===== config.mk =====
export PLATFORM = sky130hd
export DESIGN_NAME = pdm_audio_input
export DESIGN_NICKNAME = d
export VERILOG_FILES = /design/src/rtl/pdm_audio_input.sv
export SDC_FILE = /design/constraint.sdc
export NUM_CORES = 1
export LEC_CHECK = 0
export BUFFER_PORTS_ARGS = -buffer_cell sky130_fd_sc_hd__buf_2
export CORE_MARGIN = 5
export CORE_UTILIZATION = 65
export DETAILED_ROUTE_END_ITERATION = 10
export PLACE_DENSITY = 0.82
export SYNTH_ARGS = -nofsm -noshare
export SYNTH_HDL_FRONTEND = slang
export SYNTH_SLANG_ARGS = --single-unit

===== constraint.sdc =====
create_clock -name clk -period 12.05 [get_ports clk]
set_input_delay 0.6025 -clock clk [delete_from_list [all_inputs] [get_ports clk]]
set_output_delay 0.6025 -clock clk [all_outputs]
set_load 0.005 [all_outputs]

===== src/rtl/pdm_audio_input.sv =====
// Stereo PDM microphone receiver: PDM clock generation, shared-line L/R capture,
// 3rd-order CIC decimation per channel, valid/ready output register. Define PDM_AUDIO_INPUT_MONO_EN for left-only capture.
module pdm_audio_input #(
  parameter int CLK_DIV   = 16,
  parameter int DEC_LOG2  = 5,
  parameter int OUT_WIDTH = 16
) (
  input  logic                        clk,
  input  logic                        reset,
  input  logic                        enable,
  output logic                        pdm_clk,
  input  logic                        pdm_data,
  output logic signed [OUT_WIDTH-1:0] sample_l,
  output logic signed [OUT_WIDTH-1:0] sample_r,
  output logic                        sample_valid,
  input  logic                        sample_ready,
  output logic                        overrun,
  input  logic                        clear_overrun
);

  localparam int ACC_W = 3*DEC_LOG2 + 2;
  localparam int SHIFT = 3*DEC_LOG2 + 1 - OUT_WIDTH;
  localparam int DIV_W = (CLK_DIV > 1) ? $clog2(CLK_DIV) : 1;
`ifdef PDM_AUDIO_INPUT_MONO_EN
  localparam int unsigned NCH = 1;
`else
  localparam int unsigned NCH = 2;
`endif

  typedef logic signed [ACC_W-1:0] acc_t;
  localparam acc_t R3 = acc_t'(1) << (3*DEC_LOG2);

  logic [DIV_W-1:0]            r_div;
  logic                        r_pdm_clk;
  logic                        r_pdm_q;
`ifndef PDM_AUDIO_INPUT_MONO_EN
  logic                        r_primed;
`endif
  logic [DEC_LOG2-1:0]         r_dec_cnt;
  acc_t                        r_i1 [NCH];
  acc_t                        r_i2 [NCH];
  acc_t                        r_i3 [NCH];
  acc_t                        r_c0 [NCH];
  acc_t                        r_c1 [NCH];
  acc_t                        r_c2 [NCH];
  acc_t                        r_c3 [NCH];
  acc_t                        r_d1 [NCH];
  acc_t                        r_d2 [NCH];
  acc_t                        r_d3 [NCH];
  logic [3:0]                  r_stv;
  logic signed [OUT_WIDTH-1:0] r_smp [NCH];
  logic                        r_valid;
  logic                        r_overrun;

  logic                        w_wrap;
  logic                        w_cap_l;
  logic                        w_frame;
  logic                        w_dec;
  logic                        w_new;
  logic                        w_xfer;
  logic [NCH-1:0]              w_cap;
  acc_t                        w_x;
  acc_t                        w_i1n [NCH];
  acc_t                        w_i2n [NCH];
  acc_t                        w_i3n [NCH];
  acc_t                        w_dec_in [NCH];
  acc_t                        w_sat [NCH];
  logic signed [OUT_WIDTH-1:0] w_out [NCH];

  assign w_wrap  = (r_div == DIV_W'(CLK_DIV - 1));
  assign w_cap_l = w_wrap && r_pdm_clk;

`ifdef PDM_AUDIO_INPUT_MONO_EN
  assign w_frame  = w_cap_l;
  assign w_cap    = w_cap_l;
  assign sample_r = '0;
`else
  // A right capture needs a preceding left one, so the low phase right after start-up is skipped.
  assign w_frame  = w_wrap && !r_pdm_clk && r_primed;
  assign w_cap    = {w_frame, w_cap_l};
  assign sample_r = r_smp[1];
`endif

  assign w_dec        = w_frame && (r_dec_cnt == '1);
  assign w_new        = r_stv[3];
  assign w_xfer       = r_valid && sample_ready;
  assign w_x          = r_pdm_q ? acc_t'(1) : '1;
  assign pdm_clk      = r_pdm_clk;
  assign sample_l     = r_smp[0];
  assign sample_valid = r_valid;
  assign overrun      = r_overrun;

  always_comb begin
    for (int unsigned ch = 0; ch < NCH; ch++) begin
      w_i1n[ch]    = r_i1[ch] + w_x;
      w_i2n[ch]    = r_i2[ch] + w_i1n[ch];
      w_i3n[ch]    = r_i3[ch] + w_i2n[ch];
      w_dec_in[ch] = w_cap[ch] ? w_i3n[ch] : r_i3[ch];
      w_sat[ch]    = (r_c3[ch] == R3) ? (R3 - acc_t'(1)) : r_c3[ch];
      w_out[ch]    = OUT_WIDTH'(w_sat[ch] >>> SHIFT);
    end
  end

  always_ff @(posedge clk) begin
    r_pdm_q <= pdm_data;
    if (reset || !enable) begin
      r_div     <= '0;
      r_pdm_clk <= 1'b0;
`ifndef PDM_AUDIO_INPUT_MONO_EN
      r_primed  <= 1'b0;
`endif
      r_dec_cnt <= '0;
      r_stv     <= '0;
      for (int unsigned ch = 0; ch < NCH; ch++) begin
        r_i1[ch] <= '0;
        r_i2[ch] <= '0;
        r_i3[ch] <= '0;
        r_c0[ch] <= '0;
        r_c1[ch] <= '0;
        r_c2[ch] <= '0;
        r_c3[ch] <= '0;
        r_d1[ch] <= '0;
        r_d2[ch] <= '0;
        r_d3[ch] <= '0;
      end
    end else begin
      r_div <= w_wrap ? '0 : r_div + DIV_W'(1);
      if (w_wrap) r_pdm_clk <= !r_pdm_clk;
`ifndef PDM_AUDIO_INPUT_MONO_EN
      if (w_cap_l) r_primed <= 1'b1;
`endif
      if (w_frame) r_dec_cnt <= r_dec_cnt + DEC_LOG2'(1);
      r_stv <= {r_stv[2:0], w_dec};
      // Comb delay registers advance only when their stage carries a decimated value.
      for (int unsigned ch = 0; ch < NCH; ch++) begin
        if (w_cap[ch]) begin
          r_i1[ch] <= w_i1n[ch];
          r_i2[ch] <= w_i2n[ch];
          r_i3[ch] <= w_i3n[ch];
        end
        if (w_dec) r_c0[ch] <= w_dec_in[ch];
        if (r_stv[0]) begin
          r_c1[ch] <= r_c0[ch] - r_d1[ch];
          r_d1[ch] <= r_c0[ch];
        end
        if (r_stv[1]) begin
          r_c2[ch] <= r_c1[ch] - r_d2[ch];
          r_d2[ch] <= r_c1[ch];
        end
        if (r_stv[2]) begin
          r_c3[ch] <= r_c2[ch] - r_d3[ch];
          r_d3[ch] <= r_c2[ch];
        end
      end
    end
  end

  always_ff @(posedge clk) begin
    if (reset) begin
      r_valid   <= 1'b0;
      r_overrun <= 1'b0;
      for (int unsigned ch = 0; ch < NCH; ch++) r_smp[ch] <= '0;
    end else begin
      if (w_new && (!r_valid || sample_ready)) begin
        r_valid <= 1'b1;
        for (int unsigned ch = 0; ch < NCH; ch++) r_smp[ch] <= w_out[ch];
      end else if (w_xfer) begin
        r_valid <= 1'b0;
      end
      if (w_new && r_valid && !sample_ready) r_overrun <= 1'b1;
      else if (clear_overrun)                r_overrun <= 1'b0;
    end
  end

endmodule

==> results of run 1 <==
final timing paths:
path,endpoint
worst max-delay path,r_i3[0][16]
worst min-delay path,r_pdm_q
worst max register to register,r_i3[0][16]
worst min register to register,r_div[0]
report_power, final:
| part | switching, mW | leakage [nW] | internal, mW | total, mW |
|---|---|---|---|---|
| logic | 0.392 | 5.74 | 0.276 | 0.668 |
| clock network | 0.527 | 0.645 | 0.721 | 1.25 |
| registers | 0.0267 | 4.26 | 1.53 | 1.56 |
| total | 0.946 | 10.6 | 2.53 | 3.48 |
worst max-delay path: cells and delay by family (launching register included):
kind | cells | cell delay, ns
AOI/OAI and AO/OA | 7 | 2.13
adders and majority gates | 3 | 1.22
buffers and inverters | 2 | 0.31
DFF | 1 | 0.37
xor gates and xnor gates | 4 | 0.72
and+or+nand+nor | 6 | 0.63
layout make-up:
cell class / count / share of cell area, %
Clock buffer: 48 / 4.394
Clock inverter: 26 / 0.9441
Timing Repair Buffer: 59 / 1.376
Inverter: 158 / 2.380
Tap cell: 455 / 2.285
Sequential cell: 390 / 46.28
Multi-Input combinational cell: 1503 / 42.34
stage by stage:
| stage | worst slack, ns | hold WS, ns | area, µm² |
|---|---|---|---|
| finish | 6.396 | 0.1508 | 24920 |
| global route | 5.915 | 0.1374 | 24920 |
| CTS | 6.416 | 0.1173 | 24920 |
| detailed placement | 6.416 | 0.4839 | 23590 |
| global placement | 6.666 | 0.4417 | 23590 |
| floorplan | 6.704 | 0.4319 | 22850 |
sequential cells by signal (all words and copies together), names as in the netlist:
register	count
r_i3	34
r_d3	34
r_d1	34
r_c1	34
pdm_clk	1
r_c3	34
overrun	1
r_smp	32
r_stv	4
r_div	4
r_pdm_q	1
r_c0	34
r_primed	1
r_i2	34
r_d2	34
sample_valid	1
r_dec_cnt	5
r_c2	34
r_i1	34
placed cells by master, fill, tap and decap left out, drive strengths merged, types with 6 or more instances in the layout:
cell type,netlist,layout
edfxtp,372,372
o21bai,14,14
nor3b,12,12
nor2,242,242
a21oi,111,111
nand4,8,8
nand2b,36,36
nand3,21,21
o21a,59,59
inv,157,162
clkinv,1,15
o21ai,98,98
a21o,32,32
ha,197,197
buf,2,59
clkbuf,55,48
a211oi,14,14
nand2,85,85
a21boi,16,16
o31ai,9,9
and2,68,68
xor2,43,43
nor3,64,64
a31oi,15,15
nor2b,33,33
dfxtp,18,18
o211ai,7,7
fa,12,12
and3,105,105
mux2i,8,8
nor4,12,12
xnor2,95,95
nand4b,6,6
cell families after synthesis:
family	synth area share, %
AO/OA/AOI/OAI	12.22
multiplexers	0.3504
buffers and inverters	3.531
AND/OR/NAND/NOR	16.08
flip-flops	50.45
XOR/XNOR	5.518
adder cells (fa/ha/maj)	11.84
routing by layer:
metal	wire length [µm]	vias to the layer above	share of wire, %
met4	1926	0	4.4
met2	22460	335	51
met1	17730	7424	41
met3	1662	106	3.8
met5	0	-	0
li1	-	7732	-
==> impl_metrics.tcl, run 1 <==
set metrics [dict create \
    status "completed" \
    worstHoldPathCells 1 \
    critical_path.max_stage_delay_ns 0.57 \
    tightest_slew_ns 1.185 \
    clk_path_buf_depth 3 \
    clockRootBuffer "sky130_fd_sc_hd__clkbuf_16" \
    syn_area_per_cell_um2 10.84 \
    via_per_inst 5.910 \
    synthesis.area_mm2 0.02285 \
    totalNegativeSetupSlack_ns 0 \
    floorplan.io_pins 41 \
    final_hold_viol_count 0 \
    yosys-top-cells-area "sky130_fd_sc_hd__edfxtp_1 49%, sky130_fd_sc_hd__ha_1 11%, sky130_fd_sc_hd__nor2_1 4.0%, sky130_fd_sc_hd__xnor2_1 3.6%, sky130_fd_sc_hd__and3_1 2.9%" \
    synth_largest_area_cell "sky130_fd_sc_hd__edfxtp_1" \
    min_from "pdm_data" \
    die_width_um 197.5 \
    grt_antenna_before_repair 0 \
    ys_top_cells_by_count "372 x sky130_fd_sc_hd__edfxtp_1, 242 x sky130_fd_sc_hd__nor2_1, 197 x sky130_fd_sc_hd__ha_1" \
    critical_path.startpoint "r_pdm_q" \
    worstSetupEndpointType "register" \
    cts.reportedPaths.clkPinSlew_ns 0.07 \
    fp.coreArea_mm2 0.03463 \
    totalPowerFinal_mw 3.475 \
    layout.nets 2368 \
    detail_route.first_pass.iterations 5 \
    grt_pass1_vias 15760 \
    sequential_fraction_of_the_synthesis_area_pct 50.45 \
    drtAntennaViolNets 0 \
    pin_count_of_the_biggest_net_entering_global_routing 83 \
    timing.hold.worst.class "input pin to register" \
    synth-main-ff-cell "sky130_fd_sc_hd__edfxtp_1" \
    fin_crit_sh_pct 46.92 \
    layout_utilization_pct 71.95 \
    req_time_crit_path_ns 12.35 \
    timing_max_transition_violations_final 0 \
    initialDrtViolationCount 794 \
    n_diodes 0 \
    maximum_fanout_along_the_worst_path 32 \
    crit_arrival_ns 5.95 \
    portBuffers 40 \
    rrSetupSlack_ns 6.40 \
    number_of_placed_cells_counting_well_taps 2565 \
    critical_r2r_launch "r_pdm_q" \
    synthArstFlopShare_pct 0 \
    cts.repair_timing.setup_buffer_count 0 \
    grt_first_pass_wirelength_mm 72.97 \
    grt_util_met1_pct 25.77 \
    chipHeight_um 197.5 \
    vias 15600 \
    critical-path-slowest-cell "sky130_fd_sc_hd__a2111oi_1" \
    register_area_mm2 0.01153 \
    timing.setup.critical_path_class "register to register" \
    slew_headroom_pct 20.90 \
    report.final.setup_viol 0 \
    grt_setup_unrepaired "false" \
    hpwl_after_detailed_placement_mm 31.74 \
    gp_congestion 0.9141 \
    drv.max_cap_violation_count 0 \
    worstPathCellList "inv_1 > buf_4 > fa_1 > a211oi_1 > o21a_1 > nor4_2 > o31ai_1 > nand2b_1 > xor2_1 > ha_1 > o21a_1 > nor2_1 > a2111oi_1 > nor2_1 > xnor2_1 > ha_1 > and3_1 > a211o_1 > a21oi_1 > xor2_1 > xnor2_1 > nor2_1" \
    period_minus_ws_final_ns 5.654 \
    gr-max-usage-layer "met2" \
    cts_htree_levels 2 \
    gr-usage-all-layers_pct 22.36 \
    reg2reg_depth 22 \
    cts_hold_buffers 0 \
    synth_seq_cells 390 \
    drc_errors 0 \
    cts-buffers-inserted 41 \
    fin_cells 2639 \
    syn-instance-count 2108 \
    total_leakage_power_nw 10.64 \
    rows 68 \
    grt_remaining_overflow 0 \
    initial_utilization_pct 66.00 \
    post_synth_edffs 372 \
    vdd_ir_drop_max_mv 0.1517 \
    drt_wl_total_mm 43.79 \
    worst_clock_skew_ns 0.01454 \
    distinct_cell_type_count_of_the_synthesized_netlist 80 \
    grt_util_met2_pct 41.11 \
    multi_input_area_mm2 0.01055 \
    num-fill-cells 2356 \
    timing.critical_path.from_type "register" \
    synth_top_area_share_pct 48.88 \
    met3_track_demand_over_resource_pct 3.036 \
    synth.net_count 2323 \
    clock.fmax_mhz 176.9 \
    wire_per_inst_um 16.59 \
    cp_common_cell "sky130_fd_sc_hd__nor2_1" \
    synth_most_common_cell "sky130_fd_sc_hd__edfxtp_1" \
    tritoncts "yes" \
    worst_skew_pair.late_latency_ns 0.56 \
    cts_num_sinks 390 \
    die_area_mm2 0.03901 \
    power.density_cell_area_mw_per_mm2 139.5 \
    post_route_cells_drive_above_1_share_pct 7.005 \
    area_growth_syn_to_layout_pct 9.022 \
    synth-warning-count 0 \
    number_of_instances_resized_during_post_cts_repair 0 \
]
No activity file was read; power rests on OpenSTA's default activity.
==> run 2: changes to the inputs <==
--- a/config.mk
+++ b/config.mk
@@ -7,9 +7,9 @@
 export LEC_CHECK = 0
 export BUFFER_PORTS_ARGS = -buffer_cell sky130_fd_sc_hd__buf_2
 export CORE_MARGIN = 5
-export CORE_UTILIZATION = 65
+export CORE_UTILIZATION = 58
 export DETAILED_ROUTE_END_ITERATION = 10
-export PLACE_DENSITY = 0.82
+export PLACE_DENSITY = 0.77
 export SYNTH_ARGS = -nofsm -noshare
 export SYNTH_HDL_FRONTEND = slang
 export SYNTH_SLANG_ARGS = --single-unit
==> constraint.sdc (replaced) <==
create_clock -name clk -period 4.9 [get_ports clk]
set_input_delay 0.245 -clock clk [delete_from_list [all_inputs] [get_ports clk]]
set_output_delay 0.245 -clock clk [all_outputs]
set_load 0.005 [all_outputs]
==> run 2 against run 1 <==
Net effect:
- the flow now finishes with violations (negative setup slack)
- cell area is 4.6% higher
- fmax rose by 14%
- global-route usage is 2.6 points lower
- worst hold slack got worse by 0.12 ns
- non-clock buffer count grew 68
- largest power group unchanged
- highest routed layer unchanged
==> impl_metrics.tcl, run 2 (synthesized netlist as in run 1, its figures left out) <==
set metrics [dict create \
    status "complete, but fails checks" \
    violations "negative setup slack" \
    timing.hold.worst.class "input pin to register" \
    layout.nets 2437 \
    cp_common_cell "sky130_fd_sc_hd__a21oi_2" \
    worstSetupEndpointType "register" \
    final_hold_viol_count 0 \
    die_width_um 208.5 \
    crit_arrival_ns 5.23 \
    design_area_mm2 0.02606 \
    post_route_cells_drive_above_1_share_pct 12.20 \
    drc_errors 0 \
    fin_cells 2773 \
    area_growth_syn_to_layout_pct 14.00 \
    cts.reportedPaths.clkPinSlew_ns 0.06 \
    layout_utilization_pct 67.10 \
    totalPowerFinal_mw 9.012 \
    critical_path.startpoint "r_pdm_q" \
    grt_pass1_vias 15710 \
    number_of_placed_cells_counting_well_taps 2679 \
    portBuffers 40 \
    gp_congestion 0.8659 \
    floorplan.io_pins 41 \
    commonest_cells_after_routing_fill_and_taps_aside "372 x sky130_fd_sc_hd__edfxtp_1, 238 x sky130_fd_sc_hd__nor2_1, 184 x sky130_fd_sc_hd__ha_1, 156 x sky130_fd_sc_hd__inv_1, 104 x sky130_fd_sc_hd__and3_1" \
    min_from "sample_ready" \
    grt_remaining_overflow 0 \
    dp_worst_setup_slack_ns -0.1232 \
    gr-usage-all-layers_pct 19.77 \
    vias 15800 \
    cts_htree_levels 2 \
    pin_count_of_the_biggest_net_entering_global_routing 64 \
    critical_r2r_launch "r_pdm_q" \
    die_area_mm2 0.04347 \
    num-fill-cells 2784 \
    n_diodes 0 \
    initialDrtViolationCount 846 \
    wire_per_inst_um 16.05 \
    layout.cells.most_common "sky130_fd_sc_hd__edfxtp_1" \
    worst_skew_pair.late_latency_ns 0.54 \
    vdd_ir_drop_max_mv 0.2971 \
    drt_wl_total_mm 44.51 \
    drv.max_cap_violation_count 0 \
    rows 72 \
    critical_path.max_stage_delay_ns 0.39 \
    cts-buffers-inserted 42 \
    tritoncts "yes" \
    maximum_fanout_along_the_worst_path 12 \
    clk_path_buf_depth 3 \
    reg2reg_depth 22 \
    grt_antenna_before_repair 0 \
    report.final.setup_viol 1 \
    grt_first_pass_wirelength_mm 73.31 \
    timing.setup.critical_path_class "register to register" \
    total_leakage_power_nw 11.10 \
    critical-path-slowest-cell "sky130_fd_sc_hd__fa_2" \
    drtAntennaViolNets 0 \
    clockRootBuffer "sky130_fd_sc_hd__clkbuf_16" \
    worst_slack_ns -0.06759 \
    worstPathCellList "clkinvlp_4 > buf_12 > fa_2 > a211oi_4 > o21a_1 > nor2_1 > a21oi_2 > xnor2_2 > ha_1 > nand2_2 > o41ai_4 > a31o_1 > xor2_1 > ha_1 > a21oi_2 > o21ai_1 > a31o_2 > a211o_1 > a21oi_2 > xor2_1 > xnor2_1 > nor2_1" \
    timing_max_transition_violations_final 0 \
    initial_utilization_pct 58.86 \
    req_time_crit_path_ns 5.16 \
    fp.coreArea_mm2 0.03883 \
    power.density_cell_area_mw_per_mm2 345.9 \
    rrSetupSlack_ns -0.07 \
    timing.hold.worst_endpoint "sample_valid" \
    totalNegativeSetupSlack_ns -0.06759 \
    fin_crit_sh_pct 101.4 \
    cts_num_sinks 390 \
    timing.critical_path.from_type "register" \
    period_minus_ws_final_ns 4.968 \
    worst_clock_skew_ns 0.01612 \
    via_per_inst 5.699 \
    grt_setup_unrepaired "true" \
    worstHoldPathCells 4 \
    detail_route.first_pass.iterations 5 \
    hpwl_after_detailed_placement_mm 31.82 \
    clock.fmax_mhz 201.3 \
    chipHeight_um 208.5 \
    slew_headroom_pct 14.36 \
    placed_area_mm2 0.02415 \
    tightest_slew_ns 1.274 \
    critical_path.reg2reg.endpoint "r_i3[0][16]" \
    whs_ns 0.02692 \
]
[run 2: cell count changes in the layout (fill, tap and decap cells not counted), sizes merged]
| cell | change |
|---|---|
| clkinvlp | -2 |
| dlygate4sd3 | +3 |
| bufinv | +4 |
| clkbuf | +10 |
| clkinv | -5 |
| inv | -4 |
| buf | +65 |
[run 2: worst max path at each step]
| stage | to | slack [ns] | depth (start not counted) |
|---|---|---|---|
| final | r_i3[0][16] | -0.07 | 22 |
| after global routing | r_i3[0][16] | -0.30 | 22 |
| after CTS | r_c0[0][33] | -0.001 | 26 |
| after detailed placement | r_c0[0][33] | -0.12 | 20 |
| after global placement | r_c0[0][33] | 0.04 | 21 |
| after floorplan | r_i3[0][33] | -0.17 | 19 |
[run 2: repair_timing]
item,CTS,global route
endpoints found under the setup margin,5,12
gates resized for setup,7,50
hold endpoints to repair,3,0
pin swaps,6,37
hold buffers,3,0
setup buffers,3,11
[run 2: layer usage]
layer  track usage [%]  vias to the layer above  part of all wire [%]
met4             7.044                        0                   3.4
met3             2.531                       93                   3.3
met5                 0                        -                     0
met1             23.15                     7536                    41
met2             37.12                      306                    52
li1                  -                     7869                     -
[run 2: critical path: cells and delay by family, from the launching register on]
kind,cells,cell delay [ns]
compound gates,10,2.18
flops,1,0.36
fa+ha+maj,3,1.05
xor+xnor,4,0.62
simple gates,3,0.21
buf+inv,2,0.26
[run 2: power breakdown]
group          internal [mW]  leakage, nW  switching, mW
Combinational          0.840         6.14           1.04
Sequential              3.77         4.26         0.0652
Clock                   2.03        0.700           1.27
Total                   6.64         11.1           2.37
[run 2: area by class of cell]
cell class              count  area (µm²)  area share (%)
flip-flops and latches    390       11530           44.27
multi-input cells        1503       10960           42.05
clock buffers              58        1162           4.461
repair buffers            127       877.1           3.366
well taps                 518       648.1           2.488
inverters                 158       596.8           2.291
clock inverters            19       279.0           1.071
==> run 3: changes to the inputs <==
--- a/config.mk
+++ b/config.mk
@@ -10,6 +10,7 @@
 export CORE_UTILIZATION = 58
 export DETAILED_ROUTE_END_ITERATION = 10
 export PLACE_DENSITY = 0.77
+export RECOVER_POWER = 25
 export SYNTH_ARGS = -nofsm -noshare
 export SYNTH_HDL_FRONTEND = slang
 export SYNTH_SLANG_ARGS = --single-unit
==> constraint.sdc (replaced) <==
create_clock -name clk -period 4.4 [get_ports clk]
set_input_delay 0.22 -clock clk [delete_from_list [all_inputs] [get_ports clk]]
set_output_delay 0.22 -clock clk [all_outputs]
set_load 0.005 [all_outputs]
==> run 3 against run 2 <==
Net effect:
- the run ends with max-capacitance violations, max-slew violations, negative setup slack left
- setup slack got worse by 0.44 ns
- count of clock-buffer cells in the layout decreased by 2
- largest power group unchanged
- highest routed layer unchanged
- global-route usage increased by 0.58 points
- critical path type unchanged
- total power rose by 10%
- critical path depth is 3 higher
==> impl_metrics.tcl, run 3 (synthesized netlist as in run 1, its figures left out) <==
set metrics [dict create \
    critical-path-slowest-cell "sky130_fd_sc_hd__dfxtp_4" \
    cell_internal_power_dissipation_mw 7.194 \
    grt_remaining_overflow 0 \
    drt_wl_total_mm 45.74 \
    die_area_mm2 0.04347 \
    timing.hold.worst.class "input pin to register" \
    post_route_cells_drive_above_1_share_pct 16.11 \
    detail_route.first_pass.iterations 5 \
    rows 72 \
    initialDrtViolationCount 844 \
    status "complete, but fails checks" \
    met3_track_demand_over_resource_pct 2.982 \
    timing.critical_path.from_type "register" \
    sw_frac_of_total_pct 27.54 \
    totalPowerFinal_mw 9.928 \
    vias 16070 \
    pin_count_of_the_biggest_net_entering_global_routing 69 \
    area_growth_syn_to_layout_pct 17.54 \
    maximum_fanout_along_the_worst_path 15 \
    grt_setup_unrepaired "true" \
    cp_common_cell "sky130_fd_sc_hd__xnor2_1" \
    floorplan.io_pins 41 \
    cts.reportedPaths.clkPinSlew_ns 0.06 \
    tritoncts "yes" \
    hpwl_after_detailed_placement_mm 32.43 \
    slew_headroom_pct -10.29 \
    gp_congestion 0.8776 \
    violations "max-capacitance violations, max-slew violations, negative setup slack" \
    report.final.setup_viol 14 \
    req_time_crit_path_ns 4.69 \
    fp.coreArea_mm2 0.03883 \
    grt_util_met2_pct 38.34 \
    chipHeight_um 208.5 \
    power_switching_mw 2.734 \
    worst_skew_pair.late_latency_ns 0.56 \
    power.clock.fraction_pct 33.3 \
    total_leakage_power_nw 11.45 \
    grt_antenna_before_repair 0 \
    period_minus_ws_final_ns 4.913 \
    wire_per_inst_um 15.94 \
    power.density_cell_area_mw_per_mm2 369.6 \
    number_of_placed_cells_counting_well_taps 2771 \
    seq_power_share_pct 43.0 \
    initial_utilization_pct 58.86 \
    cts_num_sinks 390 \
    portBuffers 40 \
    crit_arrival_ns 5.21 \
    grt_first_pass_wirelength_mm 74.86 \
    fin_crit_sh_pct 111.6 \
    commonest_cells_after_routing_fill_and_taps_aside "372 x sky130_fd_sc_hd__edfxtp_1, 236 x sky130_fd_sc_hd__nor2_1, 177 x sky130_fd_sc_hd__ha_1, 170 x sky130_fd_sc_hd__buf_4, 156 x sky130_fd_sc_hd__inv_1" \
    gr-usage-all-layers_pct 20.35 \
    vdd_ir_drop_max_mv 0.3431 \
    timing_max_transition_violations_final 89 \
    clk_path_buf_depth 3 \
    die_width_um 208.5 \
    final_hold_viol_count 0 \
    clockRootBuffer "sky130_fd_sc_hd__clkbuf_16" \
    worst_slack_ns -0.5125 \
    drtAntennaViolNets 0 \
    cts-buffers-inserted 42 \
    clock.fmax_mhz 203.6 \
    grt_pass1_vias 16130 \
    num-fill-cells 2753 \
    grt_util_met1_pct 23.23 \
    combinational_group_share_of_total_power_pct 23.7 \
    totalNegativeSetupSlack_ns -3.997 \
    n_diodes 0 \
    gr-max-usage-layer "met2" \
    worst_clock_skew_ns 0.02575 \
    timing.setup.critical_path_class "register to register" \
    critical_path.max_stage_delay_ns 0.36 \
    cts_htree_levels 2 \
    layout.cells.most_common "sky130_fd_sc_hd__edfxtp_1" \
    drv.max_cap_violation_count 3 \
    layout.nets 2535 \
    tightest_slew_ns 1.654 \
    worstSetupEndpointType "register" \
    fin_cells 2870 \
    via_per_inst 5.601 \
    drc_errors 0 \
]
[run 3: layer usage]
layer	vias up	wire, µm
met5	-	0
met3	104	1646
li1	8067	-
met4	0	1666
met1	7611	18840
met2	292	23580
[run 3: path summary, 6_finish.rpt]
path | startpoint | to | slack, ns | depth (start not counted)
max | r_pdm_q | r_c0[0][33] | -0.51 | 25
min | pdm_data | r_pdm_q | 0.30 | 2
max reg2reg | r_pdm_q | r_c0[0][33] | -0.51 | 25
min reg2reg | r_primed | r_primed | 0.46 | 2
[run 3: cell type report]
type                       count  area (µm²)  share of cell area, %
multi-input combinational   1503       11230                  41.81
clock inverter                20       131.4                 0.4891
tap                          518       648.1                  2.413
clock buffer                  56        1135                  4.225
timing repair buffer         225        1585                  5.902
sequential                   390       11530                  42.94
inverter                     158       596.8                  2.222
[run 3: power by group through the flow]
stage / sequential (mW) / clock, mW / combinational [mW]
finish: 4.27 / 3.30 / 2.35
global route: 4.28 / 3.54 / 2.59
CTS: 4.27 / 3.38 / 2.17
floorplan: 4.33 / 0 / 1.44
global placement: 4.34 / 0 / 2.00
detailed placement: 4.35 / 0 / 2.07
[run 3: per-stage QoR]
stage          utilization (%)  instance area, µm²  hold WS, ns  worst slack (ns)
2_1_floorplan                -               22950       0.2477           -0.6662
3_3_place_gp             64.03               24860       0.3271           -0.3711
3_5_place_dp             64.03               24860       0.3263           -0.5322
4_1_cts                  68.04               26420       0.2648           -0.4474
5_1_grt                  69.18               26860       0.3003           -0.7365
6_report                 69.18               26860       0.3012           -0.5125
[run 3: timing repair]
action / 4_1_cts / 5_1_grt
endpoints found under the hold margin: 3 / 0
pin swaps: 25 / 31
hold buffers: 5 / 0
setup endpoints to repair: 16 / 24
buffers inserted: 7 / 11
gates resized for setup: 32 / 67
[run 3: worst max-delay path: cells and delay by family (launching register included)]
kind / cells / cell delay [ns]
XOR/XNOR: 4 / 0.67
AO/OA/AOI/OAI: 10 / 1.97
flip-flops: 1 / 0.36
adder cells (fa/ha/maj): 3 / 0.79
buffers and inverters: 4 / 0.58
AND/OR/NAND/NOR: 4 / 0.27
